File: src/rtl/decode_stage.sv
// RV32I decode stage: combinational decode of the fetch-side word into a control
// bundle, buffered in a DEPTH-entry FIFO that absorbs execute-side stalls.

package rv32i;

    typedef enum logic [6:0] {
        OPC_LOAD     = 7'b0000011,
        OPC_MISC_MEM = 7'b0001111,
        OPC_OP_IMM   = 7'b0010011,
        OPC_AUIPC    = 7'b0010111,
        OPC_STORE    = 7'b0100011,
        OPC_OP       = 7'b0110011,
        OPC_LUI      = 7'b0110111,
        OPC_BRANCH   = 7'b1100011,
        OPC_JALR     = 7'b1100111,
        OPC_JAL      = 7'b1101111,
        OPC_SYSTEM   = 7'b1110011
    } opcode_e;

    typedef struct packed {
        logic [6:0] funct7;
        logic [4:0] rs2;
        logic [4:0] rs1;
        logic [2:0] funct3;
        logic [4:0] rd;
        logic [6:0] opcode;
    } inst_fields_s;

    typedef union packed {
        logic [31:0]  raw;
        inst_fields_s f;
    } rv32i_inst_u;

    // The eight RV32M operations must stay consecutive, in funct3 order.
    typedef enum logic [4:0] {
        ALU_NOP, ALU_ADD, ALU_SUB, ALU_SLL, ALU_SLT, ALU_SLTU, ALU_XOR, ALU_SRL,
        ALU_SRA, ALU_OR, ALU_AND, ALU_BEQ, ALU_BNE, ALU_BLT, ALU_BGE, ALU_BLTU,
        ALU_BGEU, ALU_MUL, ALU_MULH, ALU_MULHSU, ALU_MULHU, ALU_DIV, ALU_DIVU,
        ALU_REM, ALU_REMU
    } alu_op_e;

    typedef enum logic [1:0] {ALU_INPUT_NONE, ALU_INPUT_REG, ALU_INPUT_IMM, ALU_INPUT_PC} alu_input_type_e;
    typedef enum logic [1:0] {WB_NONE, WB_ALU, WB_MEM, WB_PC} wb_from_e;
    typedef enum logic {REG_WD, REG_WE} reg_we_e;
    typedef enum logic {MEM_LOAD, MEM_STORE} mem_op_e;

    typedef struct packed {
        logic [4:0]      rs1;
        logic [4:0]      rs2;
        logic [4:0]      rd;
        logic [31:0]     imm;
        alu_op_e         alu_op;
        alu_input_type_e alu_input1_type;
        alu_input_type_e alu_input2_type;
        wb_from_e        wb_from;
        reg_we_e         r_we;
        mem_op_e         mem_op;
        logic [2:0]      funct3;
        logic            illegal;
        logic            ecall;
        logic            ebreak;
    } decoded_s;

    function automatic decoded_s nop_bundle();
        decoded_s d;
        d.rs1             = '0;
        d.rs2             = '0;
        d.rd              = '0;
        d.imm             = '0;
        d.alu_op          = ALU_NOP;
        d.alu_input1_type = ALU_INPUT_NONE;
        d.alu_input2_type = ALU_INPUT_NONE;
        d.wb_from         = WB_NONE;
        d.r_we            = REG_WD;
        d.mem_op          = MEM_LOAD;
        d.funct3          = '0;
        d.illegal         = 1'b0;
        d.ecall           = 1'b0;
        d.ebreak          = 1'b0;
        return d;
    endfunction

endpackage

module decode_stage
    import rv32i::*;
#(
    parameter int unsigned DEPTH    = 2,
    parameter bit          ENABLE_M = 1'b0
) (
    input  logic            clk,
    input  logic            rst,
    input  logic            flush,
    input  logic            in_valid,
    output logic            in_ready,
    input  logic [31:0]     in_pc,
    input  rv32i_inst_u     in_instr,
    output logic            out_valid,
    input  logic            out_ready,
    output logic [31:0]     out_pc,
    output logic [4:0]      out_rs1,
    output logic [4:0]      out_rs2,
    output logic [4:0]      out_rd,
    output logic [31:0]     out_imm,
    output alu_op_e         out_alu_op,
    output alu_input_type_e out_alu_input1_type,
    output alu_input_type_e out_alu_input2_type,
    output wb_from_e        out_wb_from,
    output reg_we_e         out_r_we,
    output mem_op_e         out_mem_op,
    output logic [2:0]      out_funct3,
    output logic            out_illegal,
    output logic            out_ecall,
    output logic            out_ebreak
);

    localparam int unsigned AW         = $clog2(DEPTH);
    localparam logic [AW:0] FULL_COUNT = (AW + 1)'(DEPTH);

    typedef struct packed {
        logic [31:0] pc;
        decoded_s    dec;
    } entry_s;

    logic [31:0]   w;
    logic [2:0]    f3;
    logic [6:0]    f7;
    logic [31:0]   imm_i, imm_s, imm_b, imm_u, imm_j;
    logic          illegal;
    decoded_s      dec;
    entry_s        fifo_mem [DEPTH];
    entry_s        head;
    logic [AW-1:0] rd_ptr, wr_ptr;
    logic [AW:0]   count;
    logic          push, pop;

    assign w     = in_instr.raw;
    assign f3    = w[14:12];
    assign f7    = w[31:25];
    assign imm_i = {{20{w[31]}}, w[31:20]};
    assign imm_s = {{20{w[31]}}, w[31:25], w[11:7]};
    assign imm_b = {{19{w[31]}}, w[31], w[7], w[30:25], w[11:8], 1'b0};
    assign imm_u = {w[31:12], 12'h000};
    assign imm_j = {{11{w[31]}}, w[31], w[19:12], w[20], w[30:21], 1'b0};

    function automatic alu_op_e base_alu_op(logic [2:0] funct3, logic alt);
        case (funct3)
            3'b000:  return alt ? ALU_SUB : ALU_ADD;
            3'b001:  return ALU_SLL;
            3'b010:  return ALU_SLT;
            3'b011:  return ALU_SLTU;
            3'b100:  return ALU_XOR;
            3'b101:  return alt ? ALU_SRA : ALU_SRL;
            3'b110:  return ALU_OR;
            default: return ALU_AND;
        endcase
    endfunction

    function automatic alu_op_e branch_alu_op(logic [2:0] funct3);
        case (funct3)
            3'b000:  return ALU_BEQ;
            3'b001:  return ALU_BNE;
            3'b100:  return ALU_BLT;
            3'b101:  return ALU_BGE;
            3'b110:  return ALU_BLTU;
            default: return ALU_BGEU;
        endcase
    endfunction

    always_comb begin
        dec     = nop_bundle();
        illegal = 1'b0;
        case (opcode_e'(w[6:0]))
            OPC_LUI, OPC_AUIPC: begin
                dec.rd              = w[11:7];
                dec.imm             = imm_u;
                dec.alu_op          = ALU_ADD;
                dec.alu_input1_type = (w[5]) ? ALU_INPUT_NONE : ALU_INPUT_PC;
                dec.alu_input2_type = ALU_INPUT_IMM;
                dec.wb_from         = WB_ALU;
                dec.r_we            = REG_WE;
            end
            OPC_JAL: begin
                dec.rd              = w[11:7];
                dec.imm             = imm_j;
                dec.alu_op          = ALU_ADD;
                dec.alu_input1_type = ALU_INPUT_PC;
                dec.alu_input2_type = ALU_INPUT_IMM;
                dec.wb_from         = WB_PC;
                dec.r_we            = REG_WE;
            end
            OPC_JALR, OPC_LOAD, OPC_OP_IMM: begin
                dec.rd              = w[11:7];
                dec.rs1             = w[19:15];
                dec.imm             = imm_i;
                dec.funct3          = f3;
                dec.alu_op          = ALU_ADD;
                dec.alu_input1_type = ALU_INPUT_REG;
                dec.alu_input2_type = ALU_INPUT_IMM;
                dec.r_we            = REG_WE;
                dec.wb_from         = WB_ALU;
                if (w[6:0] == OPC_JALR) begin
                    dec.wb_from = WB_PC;
                    illegal     = (f3 != 3'b000);
                end else if (w[6:0] == OPC_LOAD) begin
                    dec.wb_from = WB_MEM;
                    illegal     = (f3 == 3'b011) || (f3[2:1] == 2'b11);
                end else begin
                    dec.alu_op = base_alu_op(f3, (f3 == 3'b101) && f7[5]);
                    illegal    = ((f3 == 3'b001) && (f7 != 7'b0000000)) ||
                                 ((f3 == 3'b101) && (f7 != 7'b0000000) && (f7 != 7'b0100000));
                end
            end
            OPC_BRANCH: begin
                dec.rs1             = w[19:15];
                dec.rs2             = w[24:20];
                dec.imm             = imm_b;
                dec.funct3          = f3;
                dec.alu_op          = branch_alu_op(f3);
                dec.alu_input1_type = ALU_INPUT_REG;
                dec.alu_input2_type = ALU_INPUT_REG;
                illegal             = (f3[2:1] == 2'b01);
            end
            OPC_STORE: begin
                dec.rs1             = w[19:15];
                dec.rs2             = w[24:20];
                dec.imm             = imm_s;
                dec.funct3          = f3;
                dec.alu_op          = ALU_ADD;
                dec.alu_input1_type = ALU_INPUT_REG;
                dec.alu_input2_type = ALU_INPUT_IMM;
                dec.mem_op          = MEM_STORE;
                illegal             = (f3 >= 3'b011);
            end
            OPC_OP: begin
                dec.rd              = w[11:7];
                dec.rs1             = w[19:15];
                dec.rs2             = w[24:20];
                dec.funct3          = f3;
                dec.alu_input1_type = ALU_INPUT_REG;
                dec.alu_input2_type = ALU_INPUT_REG;
                dec.wb_from         = WB_ALU;
                dec.r_we            = REG_WE;
                if (ENABLE_M && (f7 == 7'b0000001))
                    dec.alu_op = alu_op_e'(5'(ALU_MUL) + 5'(f3));
                else if ((f7 == 7'b0000000) ||
                         ((f7 == 7'b0100000) && ((f3 == 3'b000) || (f3 == 3'b101))))
                    dec.alu_op = base_alu_op(f3, f7[5]);
                else
                    illegal = 1'b1;
            end
            OPC_MISC_MEM: ;
            OPC_SYSTEM: begin
                dec.ecall  = (w == 32'h0000_0073);
                dec.ebreak = (w == 32'h0010_0073);
                illegal    = !(dec.ecall || dec.ebreak);
            end
            default: illegal = 1'b1;
        endcase
        if (illegal) begin
            dec         = nop_bundle();
            dec.illegal = 1'b1;
        end
    end

    assign in_ready  = !rst && (count < FULL_COUNT);
    assign out_valid = (count != '0);
    assign push      = in_valid && in_ready && !flush;
    assign pop       = out_valid && out_ready && !flush;

    always_ff @(posedge clk) begin
        if (rst || flush) begin
            rd_ptr <= '0;
            wr_ptr <= '0;
            count  <= '0;
        end else begin
            if (push) wr_ptr <= wr_ptr + AW'(1);
            if (pop)  rd_ptr <= rd_ptr + AW'(1);
            if (push && !pop)      count <= count + (AW + 1)'(1);
            else if (pop && !push) count <= count - (AW + 1)'(1);
        end
    end

    always_ff @(posedge clk) begin
        if (push) fifo_mem[wr_ptr] <= '{pc: in_pc, dec: dec};
    end

    always_comb begin
        head.pc  = '0;
        head.dec = nop_bundle();
        if (out_valid) head = fifo_mem[rd_ptr];
    end

    assign out_pc              = head.pc;
    assign out_rs1             = head.dec.rs1;
    assign out_rs2             = head.dec.rs2;
    assign out_rd              = head.dec.rd;
    assign out_imm             = head.dec.imm;
    assign out_alu_op          = head.dec.alu_op;
    assign out_alu_input1_type = head.dec.alu_input1_type;
    assign out_alu_input2_type = head.dec.alu_input2_type;
    assign out_wb_from         = head.dec.wb_from;
    assign out_r_we            = head.dec.r_we;
    assign out_mem_op          = head.dec.mem_op;
    assign out_funct3          = head.dec.funct3;
    assign out_illegal         = head.dec.illegal;
    assign out_ecall           = head.dec.ecall;
    assign out_ebreak          = head.dec.ebreak;

endmodule
File: config.mk
export PLATFORM = sky130hd
export DESIGN_NAME = decode_stage
export DESIGN_NICKNAME = d
export VERILOG_FILES = /design/src/rtl/decode_stage.sv
export SDC_FILE = /design/constraint.sdc
export NUM_CORES = 1
export LEC_CHECK = 0
export CORE_MARGIN = 10
export CORE_UTILIZATION = 30
export DETAILED_ROUTE_END_ITERATION = 8
export GPL_TIMING_DRIVEN = 1
export PLACE_DENSITY = 0.54
export SETUP_SLACK_MARGIN = 0.5
export SYNTH_ARGS = -nofsm -noshare
export SYNTH_HDL_FRONTEND = slang
export SYNTH_SLANG_ARGS = --single-unit
export TNS_END_PERCENT = 30
File: constraint.sdc
create_clock -name clk -period 5.8 [get_ports clk]
set_clock_uncertainty 0.1 [all_clocks]
set_input_delay 0.58 -clock clk [delete_from_list [all_inputs] [get_ports clk]]
set_output_delay 0.58 -clock clk [all_outputs]
set_load 0.005 [all_outputs]
==> results of run 1 <==
[synth_stat cells, types with 3 or more instances]
cell type	instances
buf_2	3
mux2i_1	99
dfxtp_1	5
nor4_1	5
nor3b_1	3
xor2_1	5
nor2b_1	6
nand3_1	6
or2_2	3
o21ai_0	12
a31oi_1	5
edfxtp_1	196
nor3_1	14
nand4_1	7
and3_1	14
nand2b_1	4
and2_1	10
clkbuf_1	25
nor2_1	130
a21oi_1	35
a22oi_1	7
buf_1	12
inv_1	6
nand2_1	34
[state kept, by name, summed over array words and instances, names as in the netlist, named ones only]
name,flops
wr_ptr,1
count,2
fifo_mem,196
rd_ptr,1
[per-layer routing]
layer	global-route usage (%)	wire length (µm)	up-vias
met4	3.46	503	0
met2	20.2	11400	191
li1	-	-	2819
met3	3.27	1820	32
met5	0	0	-
met1	16.9	10800	2868
[stage by stage]
step | power [mW] | utilization, %
6_report | 3.20 | 39.7
4_1_cts | 3.25 | 39.7
2_1_floorplan | 1.74 | -
3_5_place_dp | 1.87 | 37.3
5_1_grt | 3.33 | 39.7
3_3_place_gp | 1.86 | 37.3
[layout make-up]
cell class	count	area, µm²	area share, %
Clock inverter	13	90.1	0.769
Timing Repair Buffer	175	1750	14.9
Sequential cell	201	5990	51.1
Clock buffer	27	633	5.40
Multi-Input combinational cell	428	2740	23.4
Inverter	7	26.3	0.224
Tap cell	390	488	4.17
[worst min-delay path, delay by kind of cell (launching register included)]
kind / cells / cell delay (ns)
xor gates and xnor gates: 1 / 0.08
and+or+nand+nor: 1 / 0.12
DFF: 1 / 0.31
[report_power, final]
| part | total [mW] | internal [mW] | switching (mW) |
|---|---|---|---|
| clock | 1.37 | 0.819 | 0.552 |
| combinational | 0.217 | 0.0977 | 0.119 |
| sequential | 1.62 | 1.61 | 0.00761 |
[cells by family (layout without fill, tap and decap cells)]
family	count (synthesis)	after routing	synth area share (%)
muxes	99	99	11.1
buffers and inverters	49	222	2.27
adders and majority gates	1	1	0.140
xor gates and xnor gates	7	7	0.688
DFF	201	201	67.2
and+or+nand+nor	248	248	13.2
AOI/OAI and AO/OA	73	73	5.46
[worst min path at each step]
stage	from	endpoint	cells past startpoint	slack [ns]
after global routing	in_pc[16]	fifo_mem[0][82]	1	0.53
after CTS	rd_ptr	rd_ptr	2	0.48
after floorplan	rd_ptr	register	2	0.42
final	rd_ptr	rd_ptr	2	0.46
after global placement	rd_ptr	rd_ptr	2	0.45
after detailed placement	rd_ptr	rd_ptr	2	0.47
[cells in the final DEF, fill, tap and decap left out, drive strengths merged, types with 5 or more instances in the layout]
cell type,netlist,final
o21ai,12,12
a21oi,35,35
nor4,5,5
clkbuf,25,27
nand3,7,7
nand2,34,34
nor2b,6,6
xor2,5,5
buf,17,7
nor3,16,16
and3,14,14
a22oi,7,7
clkinv,0,10
inv,7,7
dfxtp,5,5
edfxtp,196,196
nor2,130,130
nand4,7,7
and2,10,10
mux2i,99,99
a31oi,5,5
clkdlybuf4s50,0,168
==> flow_metrics.py, run 1 <==
metrics = {
    "status": {
        "status": "finished clean",
    },
    "worst_setup_path": {
        "r2r-start": "count[1]",
        "rrSetupSlack_ns": 3.08,
        "cp.depth": 4,
        "path_buf_inv": 2,
        "critPathTopFamily": "buffers and inverters",
        "r2r_end": "fifo_mem[0][9]",
        "cp_data_arrival_time_ns": 2.99,
        "cpMaxStageDelayCell": "dfxtp_4",
        "cp-end-kind": "output pin",
        "cp-start-kind": "register",
        "cpPeakStageDelay_ns": 0.88,
        "reg2reg_depth": 4,
        "endpoint": "out_imm[8]",
        "worstPathMaxFanout": 46,
        "crit_required_ns": 5.12,
        "critPathKind": "reg -> out",
        "crit_chain": "buf_4, mux2i_1, nor2_1, clkdlybuf4s50_1",
    },
    "placement": {
        "place.detailed.hpwl_mm": 17.2,
        "placed_cell_area_um2": 11000,
        "port_buffers": 168,
        "placed_cells": 1201,
        "pre_cts_ws_ns": 1.92,
        "place_congestion": 0.871,
    },
    "cts": {
        "root_buffer": "clkbuf_16",
        "hold_buffers": 0,
        "clkSinkCount": 201,
        "clk_pin_slew_ns": 0.05,
        "cts.repair.resized": 0,
        "cts_made_buffers": 24,
        "cts_tree": "built",
        "post_cts_buffers": 0,
        "clk_latency_ns": 0.50,
        "cts_buffer_depth": 3,
        "h-tree-depth": 1,
    },
    "synthesis": {
        "ys_types": 49,
        "ys_top_cells_by_area": "edfxtp_1 66%, mux2i_1 11%, nor2_1 5.5%, a21oi_1 2.0%, nand2_1 1.4%",
        "ys.flop_type": "edfxtp_1",
        "synthArstFlopShare_pct": 0,
        "synth-seq-area-share_pct": 67.2,
        "syn_area_um2": 8910,
        "synth_warnings": 0,
        "synth_cells": 678,
        "synth_top_cell_by_area": "edfxtp_1",
        "syn_area_per_cell_um2": 13.1,
        "syn-num-nets": 748,
        "postSynthRegisterBits": 201,
        "synth_edf_count": 196,
        "synth_top_area_share_pct": 66.0,
    },
    "floorplanning": {
        "pin_count": 169,
        "fp.dieH_um": 192,
        "die_x_um": 192,
        "start_util_pct": 30.2,
        "rows": 63,
        "core_um2": 29500,
        "dieArea_um2": 37000,
    },
    "layout": {
        "fin_area_um2": 11700,
        "stdcell_count": 1241,
        "fillCellCount": 2860,
        "nNetsFinal": 907,
        "drive_above_1_share_pct": 7.17,
        "antenna_cells": 0,
        "area_growth_pct": 31.4,
    },
    "routing": {
        "ant_nets": 0,
        "drt_iter0_drc": 402,
        "vias": 5910,
        "drc": 0,
        "firstDrtPassIters": 5,
        "wl_per_cell_um": 19.8,
        "routed_wl_mm": 24.5,
        "route.detailed.vias_per_inst": 4.76,
    },
    "timing": {
        "hold_slack_ns": 0.463,
        "fin_tns_setup_ns": 0,
        "rsz0062_at_grt": "false",
        "relSlewSlack_pct": 37.0,
        "setup_slack_ns": 2.13,
        "worst_pin_slew_ns": 0.942,
        "hold_viol": 0,
        "setup_viol": 0,
        "fin_crit_ns": 3.67,
        "fmax_mhz": 273,
        "period_share_pct": 63.2,
        "slew_violations": 0,
    },
    "global_route": {
        "grt_start_max_net_pins": 71,
        "first_global_vias": 5900,
        "grt_pass1_wl_mm": 36.3,
        "grt.overflow.total": 0,
        "grtUsageTotal_pct": 12.7,
        "antenna_found_initial": 0,
    },
    "power_and_ir_drop": {
        "power.density_nw_per_um2": 273,
        "p_leak_nw": 3.52,
        "ir_drop_mv": 0.171,
    },
    "flow_run": {
        "cap_violations": 0,
    },
    "worst_hold_path": {
        "hold_class": "reg -> reg",
    },
}
(Power assumes the default switching activity.)
==> run 2, diff against run 1 <==
--- a/config.mk
+++ b/config.mk
@@ -9,7 +9,7 @@
 export CORE_UTILIZATION = 30
 export DETAILED_ROUTE_END_ITERATION = 8
 export GPL_TIMING_DRIVEN = 1
-export PLACE_DENSITY = 0.54
+export PLACE_DENSITY = 0.52
 export SETUP_SLACK_MARGIN = 0.5
 export SYNTH_ARGS = -nofsm -noshare
 export SYNTH_HDL_FRONTEND = slang
==> constraint.sdc (replaced) <==
create_clock -name clk -period 3.45 [get_ports clk]
set_clock_uncertainty 0.1 [all_clocks]
set_input_delay 0.345 -clock clk [delete_from_list [all_inputs] [get_ports clk]]
set_output_delay 0.345 -clock clk [all_outputs]
set_load 0.005 [all_outputs]
==> flow_metrics.py, run 2 (same netlist as run 1, synthesis figures left out) <==
metrics = {
    "worst_setup_path": {
        "crit_required_ns": 3.66,
        "critPathKind": "in -> reg",
        "cp_data_arrival_time_ns": 2.99,
        "r2r-start": "count[1]",
        "worstPathMaxFanout": 15,
        "r2r_end": "fifo_mem[1][44]",
        "rrSetupSlack_ns": 1.24,
        "cp-start-kind": "input port",
        "cp-end-kind": "register",
        "reg2reg_depth": 4,
    },
    "timing": {
        "hold_slack_ns": 0.313,
        "fin_crit_ns": 2.78,
        "setup_viol": 0,
        "rsz0062_at_grt": "false",
        "period_share_pct": 80.5,
        "worst_pin_slew_ns": 0.620,
        "relSlewSlack_pct": 58.4,
        "setup_slack_ns": 0.673,
        "hold_viol": 0,
        "slew_violations": 0,
        "fmax_mhz": 360,
        "fin_tns_setup_ns": 0,
    },
    "routing": {
        "firstDrtPassIters": 6,
        "drt_iter0_drc": 351,
        "wl_per_cell_um": 19.7,
        "routed_wl_mm": 25.0,
        "vias": 5967,
        "ant_nets": 0,
        "drc": 0,
        "route.detailed.vias_per_inst": 4.69,
    },
    "floorplanning": {
        "rows": 63,
        "start_util_pct": 30.2,
        "pin_count": 169,
        "die_x_um": 192,
        "fp.dieH_um": 192,
        "core_um2": 29500,
        "dieArea_um2": 37000,
    },
    "layout": {
        "largestRegisters": "fifo_mem (196), count (2)",
        "fin_util_pct": 41.1,
        "area_growth_pct": 35.9,
        "fin_area_um2": 12100,
        "drive_above_1_share_pct": 9.88,
        "nNetsFinal": 933,
        "top_register": "fifo_mem",
        "final_cell_mix": "196 x edfxtp_1, 168 x clkdlybuf4s50_1, 129 x nor2_1",
        "largest_reg_flops": 196,
        "final_common_cell": "edfxtp_1",
        "fillCellCount": 2814,
        "antenna_cells": 0,
    },
    "worst_hold_path": {
        "hold_class": "in -> reg",
        "holdPathStages": 1,
        "holdCritStartpoint": "in_pc[1]",
        "whs_endpoint": "fifo_mem[1][67]",
    },
    "power_and_ir_drop": {
        "ir_drop_mv": 0.271,
        "p_leak_nw": 3.72,
        "power.density_nw_per_um2": 475,
    },
    "cts": {
        "h-tree-depth": 1,
        "hold_buffers": 0,
        "root_buffer": "clkbuf_16",
        "clk_latency_ns": 0.51,
        "clk_pin_slew_ns": 0.06,
        "clkSinkCount": 201,
        "cts_made_buffers": 24,
        "cts_tree": "built",
        "cts_buffer_depth": 3,
        "post_cts_buffers": 0,
        "cts.repair.resized": 0,
    },
    "global_route": {
        "grtUsageTotal_pct": 13.1,
        "grt.overflow.total": 0,
        "grt_pass1_wl_mm": 37.2,
        "antenna_found_initial": 0,
        "first_global_vias": 6126,
        "grt_start_max_net_pins": 100,
    },
    "placement": {
        "place_congestion": 0.842,
        "placed_cell_area_um2": 11300,
        "port_buffers": 168,
        "place.detailed.hpwl_mm": 17.4,
        "pre_cts_ws_ns": 0.148,
    },
    "flow_run": {
        "cap_violations": 0,
    },
    "status": {
        "status": "finished clean",
    },
}
==> run 2: cell types whose count changed in the layout (fill, tap and decap cells not counted), sizes merged <==
cell / previous run / this run
buf: 7 / 33
clkbuf: 27 / 28
clkinvlp: 2 / 1
bufinv: 1 / 5
==> run 2: stage by stage <==
stage | total power, mW | instances
after global placement | 3.16 | 1227
after CTS | 5.84 | 1271
after detailed placement | 3.16 | 1227
after floorplan | 2.92 | 678
final | 5.76 | 1271
after global routing | 5.98 | 1271
==> run 2: per-layer routing <==
| metal | part of all wire [%] | up-vias | GRT usage [%] |
|---|---|---|---|
| met3 | 6.5 | 29 | 2.89 |
| met5 | 0 | - | 0 |
| met4 | 1.6 | 0 | 3.34 |
| met1 | 46 | 2874 | 17.5 |
| li1 | - | 2875 | - |
| met2 | 46 | 189 | 20.9 |
==> run 2: where the power goes <==
part,switching [mW],internal [mW],total [mW]
combinational,0.210,0.185,0.395
sequential,0.00900,2.70,2.71
clock,0.969,1.68,2.65
total,1.19,4.57,5.76
==> run 2: area by class of cell <==
| cell class | instances | area, µm² | share of cell area [%] |
|---|---|---|---|
| clock buffer | 28 | 637 | 5.26 |
| sequential | 201 | 5990 | 49.5 |
| inverter | 7 | 26.3 | 0.217 |
| multi-input combinational | 428 | 2740 | 22.6 |
| tap | 390 | 488 | 4.03 |
| clock inverter | 16 | 199 | 1.64 |
| timing repair buffer | 201 | 2030 | 16.8 |
==> run 2: critical path, stage by stage <==
cell and delay [ns]:
clkdlybuf4s50_1 0.51, or4_4 0.58, or3_4 0.37, o31ai_4 0.26, nand3_2 0.14, or2_1 0.23, buf_4 0.21, a2111oi_2 0.33
==> run 2: worst max path at each step <==
| stage | endpoint | startpoint | cells past startpoint | slack (ns) |
|---|---|---|---|---|
| after global placement | fifo_mem[1][15] | in_instr[25] | 8 | 0.19 |
| final | fifo_mem[1][15] | in_instr[25] | 8 | 0.67 |
| after floorplan | fifo_mem[1][0] | in_valid | 3 | -0.25 |
| after global routing | fifo_mem[1][15] | in_instr[25] | 8 | 0.54 |
| after detailed placement | fifo_mem[0][15] | in_instr[25] | 8 | 0.15 |
| after CTS | out_imm[6] | register | 4 | 0.67 |
